**src/rtl/param_alu_pkg.sv**
```systemverilog
`default_nettype none
// ------------------------------------------------------------------
// param_alu_pkg : opcodes, FSM state type and opcode helpers
// Revision: 1.0
// ------------------------------------------------------------------
package param_alu_pkg;

    localparam logic [2:0] OP_ADD = 3'b000;
    localparam logic [2:0] OP_SUB = 3'b001;
    localparam logic [2:0] OP_AND = 3'b010;
    localparam logic [2:0] OP_OR  = 3'b011;
    localparam logic [2:0] OP_ASR = 3'b100;
    localparam logic [2:0] OP_SHL = 3'b101;
    localparam logic [2:0] OP_BEQ = 3'b110;
    localparam logic [2:0] OP_BNE = 3'b111;

    typedef enum logic [1:0] {
        ST_IDLE  = 2'd0,
        ST_SHIFT = 2'd1,
        ST_DONE  = 2'd2
    } state_t;

    function automatic logic is_shift_op(input logic [2:0] op);
        return (op == OP_ASR) || (op == OP_SHL);
    endfunction

endpackage
`default_nettype wire

```
**src/rtl/param_alu_core.sv**
```systemverilog
`default_nettype none
// ------------------------------------------------------------------
// param_alu_core : single-cycle ALU ops and flag generation
// Revision: 1.0
// ------------------------------------------------------------------
module param_alu_core
    import param_alu_pkg::*;
#(
    parameter int WIDTH = 8
) (
    input  logic [WIDTH-1:0] a,
    input  logic [WIDTH-1:0] b,
    input  logic [2:0]       sel,
    output logic [WIDTH-1:0] f,
    output logic             ovf,
    output logic             zero,
    output logic             take_branch
);

    logic [WIDTH-1:0] w_sum;
    logic [WIDTH-1:0] w_diff;
    logic             w_sum_ovf;
    logic             w_diff_ovf;

    assign w_sum  = a + b;
    assign w_diff = a - b;

    // Signed overflow: result sign disagrees with what the operand signs allow.
    assign w_sum_ovf  = (a[WIDTH-1] == b[WIDTH-1]) && (w_sum[WIDTH-1]  != a[WIDTH-1]);
    assign w_diff_ovf = (a[WIDTH-1] != b[WIDTH-1]) && (w_diff[WIDTH-1] != a[WIDTH-1]);

    always_comb begin
        f           = '0;
        ovf         = 1'b0;
        take_branch = 1'b0;
        case (sel)
            OP_ADD: begin
                f   = w_sum;
                ovf = w_sum_ovf;
            end
            OP_SUB: begin
                f   = w_diff;
                ovf = w_diff_ovf;
            end
            OP_AND: f = a & b;
            OP_OR:  f = a | b;
            OP_BEQ: begin
                f           = w_diff;
                ovf         = w_diff_ovf;
                take_branch = (a == b);
            end
            OP_BNE: begin
                f           = w_diff;
                ovf         = w_diff_ovf;
                take_branch = (a != b);
            end
            default: ;
        endcase
    end

    assign zero = (f == '0);

endmodule
`default_nettype wire

```
**src/rtl/param_alu_seq.sv**
```systemverilog
`default_nettype none
// ------------------------------------------------------------------
// param_alu_seq : handshaked ALU, shifts sequenced one bit per cycle
// Revision: 1.0
// ------------------------------------------------------------------
module param_alu_seq
    import param_alu_pkg::*;
#(
    parameter int WIDTH = 8
) (
    input  logic             clk,
    input  logic             rst_n,
    input  logic             in_valid,
    output logic             in_ready,
    input  logic [WIDTH-1:0] a,
    input  logic [WIDTH-1:0] b,
    input  logic [2:0]       sel,
    output logic             out_valid,
    input  logic             out_ready,
    output logic [WIDTH-1:0] f,
    output logic             ovf,
    output logic             zero,
    output logic             take_branch
);

    localparam int SHW = $clog2(WIDTH);

    state_t           r_state;
    state_t           w_state_next;
    logic [WIDTH-1:0] r_f;
    logic             r_ovf;
    logic             r_zero;
    logic             r_tb;
    logic [SHW-1:0]   r_cnt;
    logic             r_asr;

    logic [WIDTH-1:0] w_core_f;
    logic             w_core_ovf;
    logic             w_core_zero;
    logic             w_core_tb;
    logic             w_accept;
    logic             w_shift_op;
    logic [SHW-1:0]   w_amt;
    logic [WIDTH-1:0] w_shifted;
    logic             w_last_shift;

    param_alu_core #(.WIDTH(WIDTH)) u_core (
        .a           (a),
        .b           (b),
        .sel         (sel),
        .f           (w_core_f),
        .ovf         (w_core_ovf),
        .zero        (w_core_zero),
        .take_branch (w_core_tb)
    );

    assign w_accept     = in_valid && in_ready;
    assign w_shift_op   = is_shift_op(sel);
    assign w_amt        = b[SHW-1:0];
    assign w_shifted    = r_asr ? {r_f[WIDTH-1], r_f[WIDTH-1:1]} : {r_f[WIDTH-2:0], 1'b0};
    assign w_last_shift = (r_cnt == SHW'(1));

    always_ff @(posedge clk or negedge rst_n) begin
        if (!rst_n) begin
            r_state <= ST_IDLE;
        end else begin
            r_state <= w_state_next;
        end
    end

    always_comb begin
        w_state_next = r_state;
        case (r_state)
            ST_IDLE: begin
                if (w_accept) begin
                    w_state_next = (w_shift_op && (w_amt != '0)) ? ST_SHIFT : ST_DONE;
                end
            end
            ST_SHIFT: begin
                if (w_last_shift) begin
                    w_state_next = ST_DONE;
                end
            end
            ST_DONE: begin
                if (out_ready) begin
                    w_state_next = ST_IDLE;
                end
            end
            default: w_state_next = ST_IDLE;
        endcase
    end

    // The accept edge loads the operand; each SHIFT cycle moves it one bit.
    always_ff @(posedge clk or negedge rst_n) begin
        if (!rst_n) begin
            r_f    <= '0;
            r_ovf  <= 1'b0;
            r_zero <= 1'b0;
            r_tb   <= 1'b0;
            r_cnt  <= '0;
            r_asr  <= 1'b0;
        end else begin
            case (r_state)
                ST_IDLE: begin
                    if (w_accept) begin
                        r_asr <= (sel == OP_ASR);
                        r_cnt <= w_amt;
                        if (w_shift_op) begin
                            r_f    <= a;
                            r_ovf  <= 1'b0;
                            r_zero <= (a == '0);
                            r_tb   <= 1'b0;
                        end else begin
                            r_f    <= w_core_f;
                            r_ovf  <= w_core_ovf;
                            r_zero <= w_core_zero;
                            r_tb   <= w_core_tb;
                        end
                    end
                end
                ST_SHIFT: begin
                    r_f   <= w_shifted;
                    r_cnt <= r_cnt - SHW'(1);
                    if (w_last_shift) begin
                        r_zero <= (w_shifted == '0);
                    end
                end
                default: ;
            endcase
        end
    end

    assign in_ready    = (r_state == ST_IDLE);
    assign out_valid   = (r_state == ST_DONE);
    assign f           = r_f;
    assign ovf         = r_ovf;
    assign zero        = r_zero;
    assign take_branch = r_tb;

endmodule
`default_nettype wire
```
**config.mk**
```make
export PLATFORM = sky130hd
export DESIGN_NAME = param_alu_seq
export DESIGN_NICKNAME = d
export VERILOG_FILES = /design/src/rtl/param_alu_pkg.sv /design/src/rtl/param_alu_core.sv /design/src/rtl/param_alu_seq.sv
export SDC_FILE = /design/constraint.sdc
export NUM_CORES = 1
export LEC_CHECK = 0
export CAP_MARGIN = 20
export CORE_MARGIN = 2
export CORE_UTILIZATION = 41
export CTS_BUF_LIST = sky130_fd_sc_hd__clkbuf_16
export CTS_CLUSTER_SIZE = 25
export DETAILED_ROUTE_END_ITERATION = 16
export SKIP_LAST_GASP = 1
export SYNTH_ARGS = -nofsm -noshare
export SYNTH_HDL_FRONTEND = slang
export SYNTH_HIERARCHICAL = 1
export SYNTH_SLANG_ARGS = --single-unit
```
**constraint.sdc**
```tcl
create_clock -name clk -period 2.7 [get_ports clk]
set_clock_uncertainty 0.1 [all_clocks]
set_input_delay 0.675 -clock clk [delete_from_list [all_inputs] [get_ports clk]]
set_output_delay 0.675 -clock clk [all_outputs]
set_load 0.05 [all_outputs]
```
==> summary.md <==
| Metric | Value |
|---|---|
| R2R Setup Slk | 1090 ps |
| IO Port Bufs | 35 |
| Top cells by area, synth | dfrtp_1, ha_1, nand2_1 |
| Max Freq | 376 MHz |
| Full die area | 6140 µm² |
| Worst slew pin tran | 499 ps |
| CTS Buf Count | 3 |
| Synth top area share | 18.8% |
| Netlist Area Pre-Place | 2270 µm² |
| Final Hold Vio Count | 0 |
| DRT Pass-1 Iters | 4 |
| Post-synth EDFFs | 0 |
| Total Wirelength | 6740 µm |
| WHS | 379 ps |
| Hold Path Sink | take_branch |
| Syn-to-layout area delta | 56.7% |
| Worst setup EP type | flip-flop |
| Die height | 78.4 µm |
| Max_cap viols | 0 |
| R2r worst-path depth | 5 |
| GRT Overall Usage | 22.1% |
| Critical setup path kind | in2reg |
| Synthesized flop and latch total | 17 |
| Clock transition at path regs | 50 ps |
| Crit start category | input pin |
| Grt ovf | 0 |
| WL per Instance | 14.7 µm |
| Period utilisation layout | 98.5% |
| Vias per std cell | 5.33 |
| Final GP Congestion | 0.860 |
| Post-synth cell types | 68 |
| First-pass GRT wire length | 11100 µm |
| HP Class | reg2reg |
| Crit-path max FO | 3 |
| CP arrival | 2730 ps |
| Worst-Skew Late Latency | 250 ps |
| Core area | 5440 µm² |
| Layout cell share with drive strength beyond 1 | 41.8% |
| Detailed-route via count | 2436 |
| Ant. Diodes | 0 |
| Worst min-delay path startpoint | take_branch |
| Register area share after synthesis | 18.8% |
| Root Buffer | clkbuf_16 |
| Crit path time final | 2660 ps |
| Pre-CTS setup slack | -782 ps |
| List of most frequent post-synthesis cells | nand2_1, inv_1, ha_1 |
| Run status | completed |
| Syn avg cell area | 8.07 µm² |
| Pleak | 1.66 nW |
| Fin. max-slew vios | 0 |
| Sinks on the clock net | 17 |
| IO Pins | 36 |
| Maximum vdd drop | 0.658 mV |
| Critical Path RT | 2770 ps |
| CP cell instances | buf_8, inv_4, ha_4, inv_2, fa_2, nor2b_4, o31ai_4, o31a_1, o221a_1, o22ai_2, nor4_2, a21oi_1, o22ai_2 |
| Reg-to-Reg End | zero |
| Most common cell in the netlist | nand2_1 |
| H-tree depth | 1 |
| Top cell type by total area after synthesis | dfrtp_1 |
| Rel. slew slack | 66.7% |
| Number of DRC markers in iteration 0 | 87 |
| CP peak stage delay | 350 ps |
| Vias in the first global route | 2391 |
| Hpwl dp | 5010 µm |
| Clock Path Buffers | 2 |
| Worst setup margin | 40.5 ps |
| Async SR Flop Fraction | 100% |
| Power density cells | 611 nW/µm² |
| Row Count | 27 |
| Final setup viols | 0 |
| Slowest cell on the critical path | fa_2 |
| Net Count, Synth | 331 |
| Initial antenna violation count | 0 |
| DRC Markers | 0 |
| Post-DRT Antenna Nets | 0 |
| CTS tree | yes |
| Yosys warns | 6 |
| Layout Nets | 436 |
| Largest net degree at the start of global routing | 18 |
| RSZ-0062 raised after global routing | true |
| Initial Util | 41.7% |
| Top_reg_cell synth | dfrtp_1 |
| Hold Path Depth | 2 |
| Post-Synthesis Cells | 281 |
| Crit path top cell by count | o22ai_2 |
| Die X | 78.4 µm |
| Reg-to-reg startpoint | r_state[0] |
[how the worst max path moves through the flow]
stage	startpoint	to	slack (ps)	cells after the start
after CTS	a[2]	zero	-30	10
final	a[0]	zero	40	13
after floorplan	a[0]	zero	3	12
after global placement	b[0]	zero	-710	12
after detailed placement	b[0]	zero	-780	12
after global routing	a[0]	zero	-50	13
[critical path: cells and delay by family]
kind | cells | cell delay [ps]
AOI/OAI and AO/OA | 6 | 960
adders and majority gates | 2 | 480
buffers and inverters | 3 | 210
and+or+nand+nor | 2 | 410
[layout by cell type (no fill, tap or decap), types with 4 or more instances in the layout]
master,synthesis,layout
buf_6,6,4
dlymetal6s2s_1,0,4
clkbuf_2,0,4
nand2b_4,1,4
nand2b_1,9,6
inv_2,0,11
nand2_1,32,32
ha_2,0,5
o31ai_1,4,4
dlygate4sd2_1,0,7
clkdlybuf4s50_1,0,18
mux2i_1,6,6
nor2b_1,5,4
a21oi_1,17,13
a21o_1,4,4
nor2_1,17,15
ha_4,0,10
buf_4,3,76
dfrtp_1,17,17
ha_1,25,10
o21ai_0,14,13
mux2_2,5,4
inv_1,31,20
[report_power, final]
part	switching, mW	leakage [nW]	internal [mW]
Combinational	0.785	1.40	0.600
Clock	0.0990	0.0423	0.197
Sequential	0.126	0.215	0.362
Total	1.01	1.66	1.16
[layout make-up]
cell class | count | area, µm²
fillers | 482 | 1890
clock buffers | 3 | 75.1
repair buffers | 114 | 942
inverters | 31 | 119
well taps | 72 | 90.1
multi-input cells | 219 | 1900
clock inverters | 1 | 3.75
flip-flops and latches | 17 | 425
[repair_timing]
item                                    4_1_cts  5_1_grt
resized for setup                            70       29
endpoints found under the hold margin         0        0
endpoints found under the setup margin        9        9
buffers inserted                             11        3
pin swaps                                    23       15
hold buffers                                  0        0
[stage by stage]
| step | cells | total power, mW | setup TNS, ps | area (µm²) | util [%] |
|---|---|---|---|---|---|
| 5_1_grt | 457 | 2.31 | -99.7 | 3550 | 65.3 |
| 3_3_place_gp | 439 | 1.75 | -4730 | 3090 | 56.9 |
| 6_report | 457 | 2.17 | 0 | 3550 | 65.3 |
| 3_5_place_dp | 439 | 1.77 | -5130 | 3090 | 56.9 |
| 4_1_cts | 454 | 2.13 | -33.3 | 3450 | 63.4 |
| 2_1_floorplan | 281 | 1.34 | 0 | 2280 | - |
[routing by layer]
layer  vias up  global-route usage [%]  routed length (µm)
li1       1208                       -                   -
met1      1150                    27.7                3020
met2        71                    40.9                3410
met3         7                    1.49                 226
met4         0                    5.26                  74
met5         -                       0                   0
[registers in the layout, summed over array words and instances (netlist names)]
signal / flops
take_branch: 1
r_asr: 1
f: 8
zero: 1
ovf: 1
r_state: 2
r_cnt: 3
[kinds of logic (layout without fill, tap and decap cells)]
kind of cell               Yosys count  after routing  synth area share, %
DFF                                 17             17                 18.8
adders and majority gates           27             27                 15.6
buffers and inverters               45            149                 10.2
and+or+nand+nor                     89             89                 20.5
muxes                               11             11                 5.13
AOI/OAI and AO/OA                   89             89                 28.7
xor gates and xnor gates             3              3                 1.16
Power figures use the tool's default switching activity.
